[src/rtl/shift_sequencer.sv]
// shift_sequencer
//   Multi-cycle controller in front of the 4-bit shifter_rotator. Accepts an operand, operation
//   and step count over a valid/ready handshake. It then runs the 1-bit combinational shifter
//   once per clock, feeding each result back as the next operand. The final value is returned
//   over a valid/ready output handshake.
//
// Ports
//   clk        in   1      clock, rising edge
//   rst_n      in   1      asynchronous active-low reset
//   in_valid   in   1      request present
//   in_ready   out  1      high in IDLE
//   in_data    in   4      operand
//   in_op      in   2      00 SLL, 01 SRL, 10 ROL, 11 ROR
//   in_amt     in   AMT_W  number of 1-bit steps
//   sh_x       out  4      operand driven to the shifter
//   sh_sel     out  2      operation driven to the shifter
//   sh_y       in   4      shifter result (combinational from sh_x/sh_sel)
//   out_valid  out  1      high in DONE
//   out_ready  in   1      consumer accepts result
//   out_data   out  4      result
module shift_sequencer #(
    parameter int unsigned AMT_W = 3
) (
    input  logic             clk,
    input  logic             rst_n,
    input  logic             in_valid,
    output logic             in_ready,
    input  logic [3:0]       in_data,
    input  logic [1:0]       in_op,
    input  logic [AMT_W-1:0] in_amt,
    output logic [3:0]       sh_x,
    output logic [1:0]       sh_sel,
    input  logic [3:0]       sh_y,
    output logic             out_valid,
    input  logic             out_ready,
    output logic [3:0]       out_data
);

    typedef enum logic [1:0] {
        StIdle,
        StShift,
        StDone
    } state_e;

    state_e           state_q, state_d;
    logic [3:0]       acc_q, acc_d;
    logic [1:0]       op_q, op_d;
    logic [AMT_W-1:0] cnt_q, cnt_d;

    always_ff @(posedge clk or negedge rst_n) begin
        if (!rst_n) begin
            state_q <= StIdle;
            acc_q   <= 4'b0000;
            op_q    <= 2'b00;
            cnt_q   <= '0;
        end else begin
            state_q <= state_d;
            acc_q   <= acc_d;
            op_q    <= op_d;
            cnt_q   <= cnt_d;
        end
    end

    always_comb begin
        state_d = state_q;
        acc_d   = acc_q;
        op_d    = op_q;
        cnt_d   = cnt_q;
        unique case (state_q)
            StIdle: begin
                if (in_valid) begin
                    acc_d   = in_data;
                    op_d    = in_op;
                    cnt_d   = in_amt;
                    state_d = (in_amt == '0) ? StDone : StShift;
                end
            end
            StShift: begin
                // One shifter pass per clock; the count reaching 1 means this is the last pass.
                acc_d = sh_y;
                cnt_d = cnt_q - 1'b1;
                if (cnt_q == AMT_W'(1)) begin
                    state_d = StDone;
                end
            end
            StDone: begin
                if (out_ready) begin
                    state_d = StIdle;
                end
            end
            default: begin
                state_d = StIdle;
            end
        endcase
    end

    // Outputs come only from registers or state decodes, so there is no input-to-output path.
    assign in_ready  = (state_q == StIdle);
    assign out_valid = (state_q == StDone);
    assign out_data  = acc_q;
    assign sh_x      = acc_q;
    assign sh_sel    = op_q;

endmodule

[config.mk]
export PLATFORM = sky130hd
export DESIGN_NAME = shift_sequencer
export DESIGN_NICKNAME = d
export VERILOG_FILES = /design/src/rtl/shift_sequencer.sv
export SDC_FILE = /design/constraint.sdc
export NUM_CORES = 1
export LEC_CHECK = 0
export ABC_AREA = 1
export CAP_MARGIN = 20
export CORE_MARGIN = 1
export CORE_UTILIZATION = 25
export CTS_CLUSTER_SIZE = 28
export DETAILED_ROUTE_END_ITERATION = 10
export GPL_TIMING_DRIVEN = 0
export MAX_ROUTING_LAYER = met4
export PLACE_DENSITY = 0.52
export SLEW_MARGIN = 15
export SYNTH_ARGS = -nofsm -noshare
export SYNTH_HDL_FRONTEND = slang
export SYNTH_SLANG_ARGS = --single-unit
export TNS_END_PERCENT = 1
[constraint.sdc]
create_clock -name clk -period 1.4 [get_ports clk]
set_input_delay 0.42 -clock clk [delete_from_list [all_inputs] [get_ports clk]]
set_output_delay 0.42 -clock clk [all_outputs]
set_load 0.1 [all_outputs]
==> impl_summary.md, run 1 <==
Status
The run finished, with violations left. The final reports fail on negative setup slack.

Route
The routed metal-1 wire length is 712 µm. The number of vias in the routed layout is a little under 700. The post-detailed-route count of antenna-violating nets is 0. The DRC violation total after the first TritonRoute iteration is 7.

The wire length on met3 is 97 µm. The aggregate routed wire length is 1590 µm. The first TritonRoute pass finished after 4 iterations.

The routed wirelength normalized by instance count is a little under 10 µm. After detailed routing, the number of remaining DRC violations is 0. Routed signal wires occupy layers up through met4. After detailed routing, the number of vias per cell comes to 4.24.

The met2 layer wire length in the routed design is approximately 770 µm.

Timing
The final-report setup violation count is 3. The final hold violation count is 0. At the pin with the least slew margin, the transition time is 0.538 ns. Across the routed clock network, the largest skew measured is 0.00728 ns. Static timing analysis puts the maximum clock frequency at 677 MHz. The part of the cycle the worst path needs is 106%.

Setup repair after global routing could not meet its margin everywhere. The final worst-path setup slack is -0.0772 ns. The time the worst path needs with I/O delays and setup is 1.48 ns. The number of pins with negative max-slew slack in the final report is 0. The tightest slew margin relative to the limit is ~64%.

Yosys
The share of async-settable or async-resettable flops after synthesis is 100%. Summing every instance area after synthesis gives 666 µm². The average size of a mapped cell is 7.08 µm². The synthesized net count is 113. The share of the synthesized area in the top cell type is 41.4%. During synthesis, Yosys emitted a total of 0 warnings. The register bit total from synthesis is 11. By area the synthesized netlist is led by sky130_fd_sc_hd__dfrtp_1 41%, sky130_fd_sc_hd__nand2_1 19%, sky130_fd_sc_hd__inv_1 8.5%, sky130_fd_sc_hd__buf_4 5.6%, sky130_fd_sc_hd__nand3_1 5.3%. The cell type with the largest total area after synthesis is sky130_fd_sc_hd__dfrtp_1. Counting every instance in the synthesized netlist gives 94. The distinct cell type count after synthesis is 15. By count the netlist is led by 34 x sky130_fd_sc_hd__nand2_1, 15 x sky130_fd_sc_hd__inv_1, 11 x sky130_fd_sc_hd__dfrtp_1. The most used flip-flop cell after synthesis is sky130_fd_sc_hd__dfrtp_1. The synthesized design contains 0 enable-type register cells. The share of the yosys chip area belonging to registers is between 40 and 50%. The cell with the most instances after synthesis is sky130_fd_sc_hd__nand2_1.

Placed design
The congestion estimate from routability-driven global placement came to 0.807. In this run, placement finished with an instance count of about 150. Buffers placed on the I/O ports in this run total 28. Detailed placement ended at an HPWL of roughly 1200 µm.

Clock tree
The maximum number of buffers from clock root to sink is 2. For this design, the CTS-stage hold fixing added 0 buffers. After clock tree synthesis, the clock-pin slew on the worst setup and hold paths is around 0.070 ns. TritonCTS built the clock tree. The CTS buffer count is 3. For the worst-skew pair, the clock arrives at the later sink with an insertion delay of between 0.2 and 0.3 ns. The clock sink total is 11.

CTS built an H-tree with a depth of 1. CTS placed an instance of sky130_fd_sc_hd__clkbuf_4 at the clock tree root.

Setup path
The worst setup path is captured at a primary output. The worst setup slack for register-to-register paths is 0.13 ns. The worst reg-to-reg path cell count is 6. The worst register-to-register path begins at state_q[1]$_DFFE_PN0P_. The terminus of the critical flop-to-flop path is out_data[0]$_DFFE_PN0P_. The nature of the critical path startpoint is a flop. The classification of the worst setup path is flop to primary output.

The termination of the worst setup path is in_ready. Data on the critical path is required at its endpoint by 0.98 ns. The worst setup path startpoint is state_q[1]$_DFFE_PN0P_. The data arrival time of the critical path is approximately 1.1 ns. In this run the worst path has a maximum fanout of 3.

Flow run
The total of max-cap violations is 0.

Die
Once the floorplan was initialized, standard cells occupied 26.6% of the core. The initialized floorplan defines 18 standard-cell rows. The area of the core region is 2500 µm². The floorplan step defined a die boundary enclosing 2870 µm².

The die width is about 54 µm. The count of boundary I/O pins is 29. The die is roughly 54 µm tall.

GRT
The aggregate global routing overflow is 0. The global-route usage over all layers is 12.8%. The number of antenna violations at the first check in global routing is 0.

The number of global-route vias before repair came to a little under 600. The first-pass GRT wire length is between 2000 and 3000 µm. The pin count of the biggest net entering global routing is 12.

Final layout
Across the whole layout, storage elements account for 285 µm². The repair_antennas step left the layout with diodes totalling 0. The ratio of cells with drive above 1 in the final layout is 28.5%. The post-route non-filler standard cell count is 160. After filler insertion, the fill cell instance count of the layout stands at 260. The area added between synthesis and finish is 70.9%.

The total area of multi-input combinational cells is 307 µm². For this run, the post-layout net count is 150.

Worst hold path
In this run the worst hold path is classified as input pin to flop.
[cells by family after synthesis]
logic type	count (synthesis)	synth area share [%]
AND/OR/NAND/NOR	49	30.5
buffers and inverters	22	15.2
flip-flops	11	41.4
AO/OA/AOI/OAI	10	9.21
adder cells (fa/ha/maj)	2	3.76
[layout by cell type (no fill, tap or decap)]
master and count:
sky130_fd_sc_hd__buf_6 6, sky130_fd_sc_hd__inv_1 15, sky130_fd_sc_hd__buf_4 9, sky130_fd_sc_hd__nand4_1 1
sky130_fd_sc_hd__nand2_2 1, sky130_fd_sc_hd__ha_1 2, sky130_fd_sc_hd__clkdlybuf4s50_1 15, sky130_fd_sc_hd__a21oi_1 1
sky130_fd_sc_hd__dlymetal6s2s_1 1, sky130_fd_sc_hd__buf_12 6, sky130_fd_sc_hd__dfrtp_1 5, sky130_fd_sc_hd__clkbuf_4 3
sky130_fd_sc_hd__dfrtp_2 5, sky130_fd_sc_hd__nand3_1 7, sky130_fd_sc_hd__nor2_1 3, sky130_fd_sc_hd__a21oi_4 1
sky130_fd_sc_hd__o21ai_0 1, sky130_fd_sc_hd__nor2_4 3, sky130_fd_sc_hd__inv_2 2, sky130_fd_sc_hd__clkbuf_1 1
sky130_fd_sc_hd__dfrtp_4 1, sky130_fd_sc_hd__o21ai_1 7, sky130_fd_sc_hd__nand2_1 34
[routing by layer]
metal	vias up	track usage, %
met4	0	2.63
met2	18	21.9
met1	304	14.5
li1	355	-
met3	2	4.24
met5	-	-
[worst min path at each step]
stage                               start                    end  slack [ns]  depth (start not counted)
global placement    sh_sel[1]$_DFFE_PN0P_  sh_sel[1]$_DFFE_PN0P_        0.46                          2
finish                           in_valid  sh_sel[0]$_DFFE_PN0P_        0.48                          3
detailed placement  sh_sel[0]$_DFFE_PN0P_  sh_sel[0]$_DFFE_PN0P_        0.47                          2
CTS                 sh_sel[0]$_DFFE_PN0P_  sh_sel[0]$_DFFE_PN0P_        0.49                          2
global route                     in_valid  sh_sel[0]$_DFFE_PN0P_        0.49                          3
floorplan                           rst_n   cnt_q[0]$_DFFE_PN0P_        0.12                          0
[critical path, stage by stage, from the launching register on]
cell and delay, ns:
sky130_fd_sc_hd__dfrtp_2 0.44, sky130_fd_sc_hd__nor2_4 0.16, sky130_fd_sc_hd__buf_12 0.19
[timing repair]
item / CTS / global route
pin swaps: 2 / 2
buffers inserted: 3 / 1
endpoints found under the setup margin: 12 / 13
gates resized for setup: 96 / 3
[cell type report]
| cell class | count | share of cell area [%] |
|---|---|---|
| repair buffers | 32 | 31.8 |
| plain buffers | 5 | 4.95 |
| flip-flops and latches | 11 | 25.1 |
| inverters | 17 | 5.61 |
| clock buffers | 4 | 2.31 |
| multi-input cells | 61 | 27.0 |
| well taps | 30 | 3.30 |
[registers in the layout, summed over array words and instances (netlist names)]
register and flops:
sh_sel 2, state_q 2, cnt_q 3, out_data 4
[stage by stage]
step / cell area, µm² / TNS (ns) / hold slack, ns / util, % / setup slack, ns
6_report: 1140 / -0.176 / 0.477 / 45.5 / -0.0772
5_1_grt: 1140 / -0.360 / 0.485 / 45.5 / -0.118
3_5_place_dp: 1000 / -8.76 / 0.469 / 40.2 / -0.816
2_1_floorplan: 687 / -0.283 / 0.124 / - / -0.0662
3_3_place_gp: 1000 / -8.66 / 0.458 / 40.2 / -0.807
4_1_cts: 1120 / -0.209 / 0.487 / 44.7 / -0.0849
Power of run 1 is left out: the tool's default activity adds up to more than one toggle a clock period on the data nets, which glitch-free logic cannot reach.
==> run 2, diff against run 1 <==
--- a/config.mk
+++ b/config.mk
@@ -8,12 +8,12 @@
 export ABC_AREA = 1
 export CAP_MARGIN = 20
 export CORE_MARGIN = 1
-export CORE_UTILIZATION = 25
+export CORE_UTILIZATION = 40
 export CTS_CLUSTER_SIZE = 28
 export DETAILED_ROUTE_END_ITERATION = 10
 export GPL_TIMING_DRIVEN = 0
 export MAX_ROUTING_LAYER = met4
-export PLACE_DENSITY = 0.52
+export PLACE_DENSITY = 0.77
 export SLEW_MARGIN = 15
 export SYNTH_ARGS = -nofsm -noshare
 export SYNTH_HDL_FRONTEND = slang
==> impl_summary.md, run 2 (same netlist as run 1, synthesis figures left out) <==
Setup path
The slowest stage of the critical path is the sky130_fd_sc_hd__dfrtp_2 cell. The largest fanout on the critical path is 4. The classification of the worst setup path is flop to primary output. At the worst endpoint, the required time is 0.98 ns. The worst setup path is captured at a primary output. Data arrives at the worst endpoint at 1.07 ns.

The largest single stage delay on the critical path is around 0.46 ns. The worst setup path is launched from a flop. Traced cell by cell, the critical path runs through nor2_4, buf_12.

GRT
The global-route usage over all layers is 21.4%. The pin count of the biggest net entering global routing is 12. The number of antenna violations at the first check in global routing was 0.

The first global-routing pass estimated around 2800 µm of wire. The number of global-route vias before repair is 680. The aggregate global routing overflow is 0.

Die
In this run the count of I/O pins placed on the die edge is 29. The die covers 1830 µm². The die is 42.8 µm tall. The area of the core region is 1520 µm². The starting density of the core is 43.7%. The floorplan has 14 rows.

The die is approximately 43 µm wide.

Clock tree
Buffers inserted during clock tree synthesis total 3. Hold repair after CTS inserted 0 buffers. The clock sink total is 11.

The TritonCTS clock tree is yes. The longest clock path from root to sink contains 2 buffers. The CTS H-tree depth is 1. For the worst-skew pair, the clock arrives at the later sink with an insertion delay of approximately 0.28 ns. CTS placed an instance of sky130_fd_sc_hd__clkbuf_4 at the clock tree root. The clock-pin transition on the worst setup and hold timing paths is 0.07 ns.

Timing
The number of pins with negative max-slew slack in the final report is 0. For the pin with the worst max-slew slack, the measured transition is 0.506 ns. The final hold violation count is 0. The part of the cycle the worst path needs is 106%. Setup repair after global routing could not meet its margin everywhere.

The peak clock frequency supported by timing is 673 MHz. The largest clock skew in the final design is 0.00295 ns. Setup violations remaining at the end of the flow were counted as 3. The tightest slew margin relative to the limit is 66.2%. Setup slack on the critical path of the routed design comes to -0.0858 ns. The time the worst path needs with I/O delays and setup is 1.49 ns.

Final layout
Leaving out fill and tap cells, the most frequent cells in the layout are 34 x sky130_fd_sc_hd__nand2_1, 15 x sky130_fd_sc_hd__inv_1, 15 x sky130_fd_sc_hd__clkdlybuf4s50_1, 9 x sky130_fd_sc_hd__buf_4. The area added between synthesis and finish is 67.5%. Leaving out fill and tap cells, the most frequent cell in the layout is sky130_fd_sc_hd__nand2_1. The number of antenna cells inserted is 0. The register area is 285 µm².

After the flow finishes, the layout carries non-filler instances totaling 146. The flip-flop count of the largest register, all copies and words added is 4. Cells with a size suffix above 1 make up 28.5% of the layout. The total area of multi-input combinational cells is 302 µm².

In the final design database the tool counted 150 nets. The number of fill cells in the layout is 114.

Route
The aggregate routed wire length is 1770 µm. For this block, wires on met1 add up to 727 µm. Once detail routing completed, the nets flagged for antenna violations numbered 0. The DRC violation count after routing is 0.

The iteration count of the initial detailed-routing pass is 4. The met2 layer wire length in the routed design is 928 µm. Detailed routing placed a total of 73 µm of wire on met3. The number of vias in the routed layout is ~700. The detail-routed via count per cell is 4.90. The highest metal layer with signal wires is met4. The DRC violation total after the first TritonRoute iteration is 33. The routed wirelength normalized by instance count is roughly 12 µm.

Status
The checks that failed: negative setup slack. The run finished, with violations left.

Placed design
In this run the tool buffered the top-level ports with 28 buffer cells. The global placement routability congestion is ~0.80. After legalization and detailed placement, the total HPWL measured 1180 µm. The cell count after placement is 138.

Worst hold path
The tightest min-delay check is of the input pin to flop type.

Flow run
Max-cap violations in this run came to 0.
[run 2: critical path, delay by kind of cell (launching register included)]
kind | cells | cell delay, ns
AND/OR/NAND/NOR | 1 | 0.15
buffers and inverters | 1 | 0.18
flip-flops | 1 | 0.46
[run 2: layout make-up]
type                       instances  share of cell area, %
inverter                          17                   5.72
buffer                             5                   5.05
clock buffer                       4                   2.36
multi-input combinational         61                   27.0
tap                               16                   1.80
timing repair buffer              32                   32.4
sequential                        11                   25.6
[run 2: path summary, 6_finish.rpt]
kind | start | to | slack (ns) | depth (start not counted)
worst max register to register | state_q[0]$_DFFE_PN0P_ | cnt_q[2]$_DFFE_PN0P_ | 0.17 | 6
worst max-delay path | state_q[0]$_DFFE_PN0P_ | out_valid | -0.09 | 2
max in group asynchronous | rst_n | out_data[0]$_DFFE_PN0P_ | 0.54 | 1
worst min register to register | sh_sel[0]$_DFFE_PN0P_ | sh_sel[0]$_DFFE_PN0P_ | 0.48 | 2
worst min-delay path | in_valid | sh_sel[0]$_DFFE_PN0P_ | 0.47 | 3
min in group asynchronous | rst_n | sh_sel[0]$_DFFE_PN0P_ | 0.48 | 1
[run 2: per-layer routing]
metal | up-vias | global-route usage, %
met2 | 25 | 37.0
met3 | 5 | 2.55
met1 | 329 | 23.5
met4 | 0 | 11.9
li1 | 357 | -
met5 | - | -
[run 2: through the flow]
step / util, % / instance area [µm²] / hold slack (ns) / setup slack, ns / TNS, ns
2_1_floorplan: - / 687 / 0.124 / -0.0662 / -0.283
3_3_place_gp: 64.8 / 987 / 0.456 / -0.799 / -8.50
3_5_place_dp: 64.8 / 987 / 0.461 / -0.801 / -8.81
4_1_cts: 71.8 / 1090 / 0.481 / -0.0959 / -0.248
5_1_grt: 73.2 / 1110 / 0.509 / -0.105 / -0.320
6_report: 73.2 / 1110 / 0.474 / -0.0858 / -0.220
[run 2: repair_timing]
item	CTS	global route
pin swaps	1	3
gates resized for setup	96	2
endpoints found under the setup margin	12	13
buffers inserted	2	2
Power of run 2 is left out for the same reason.
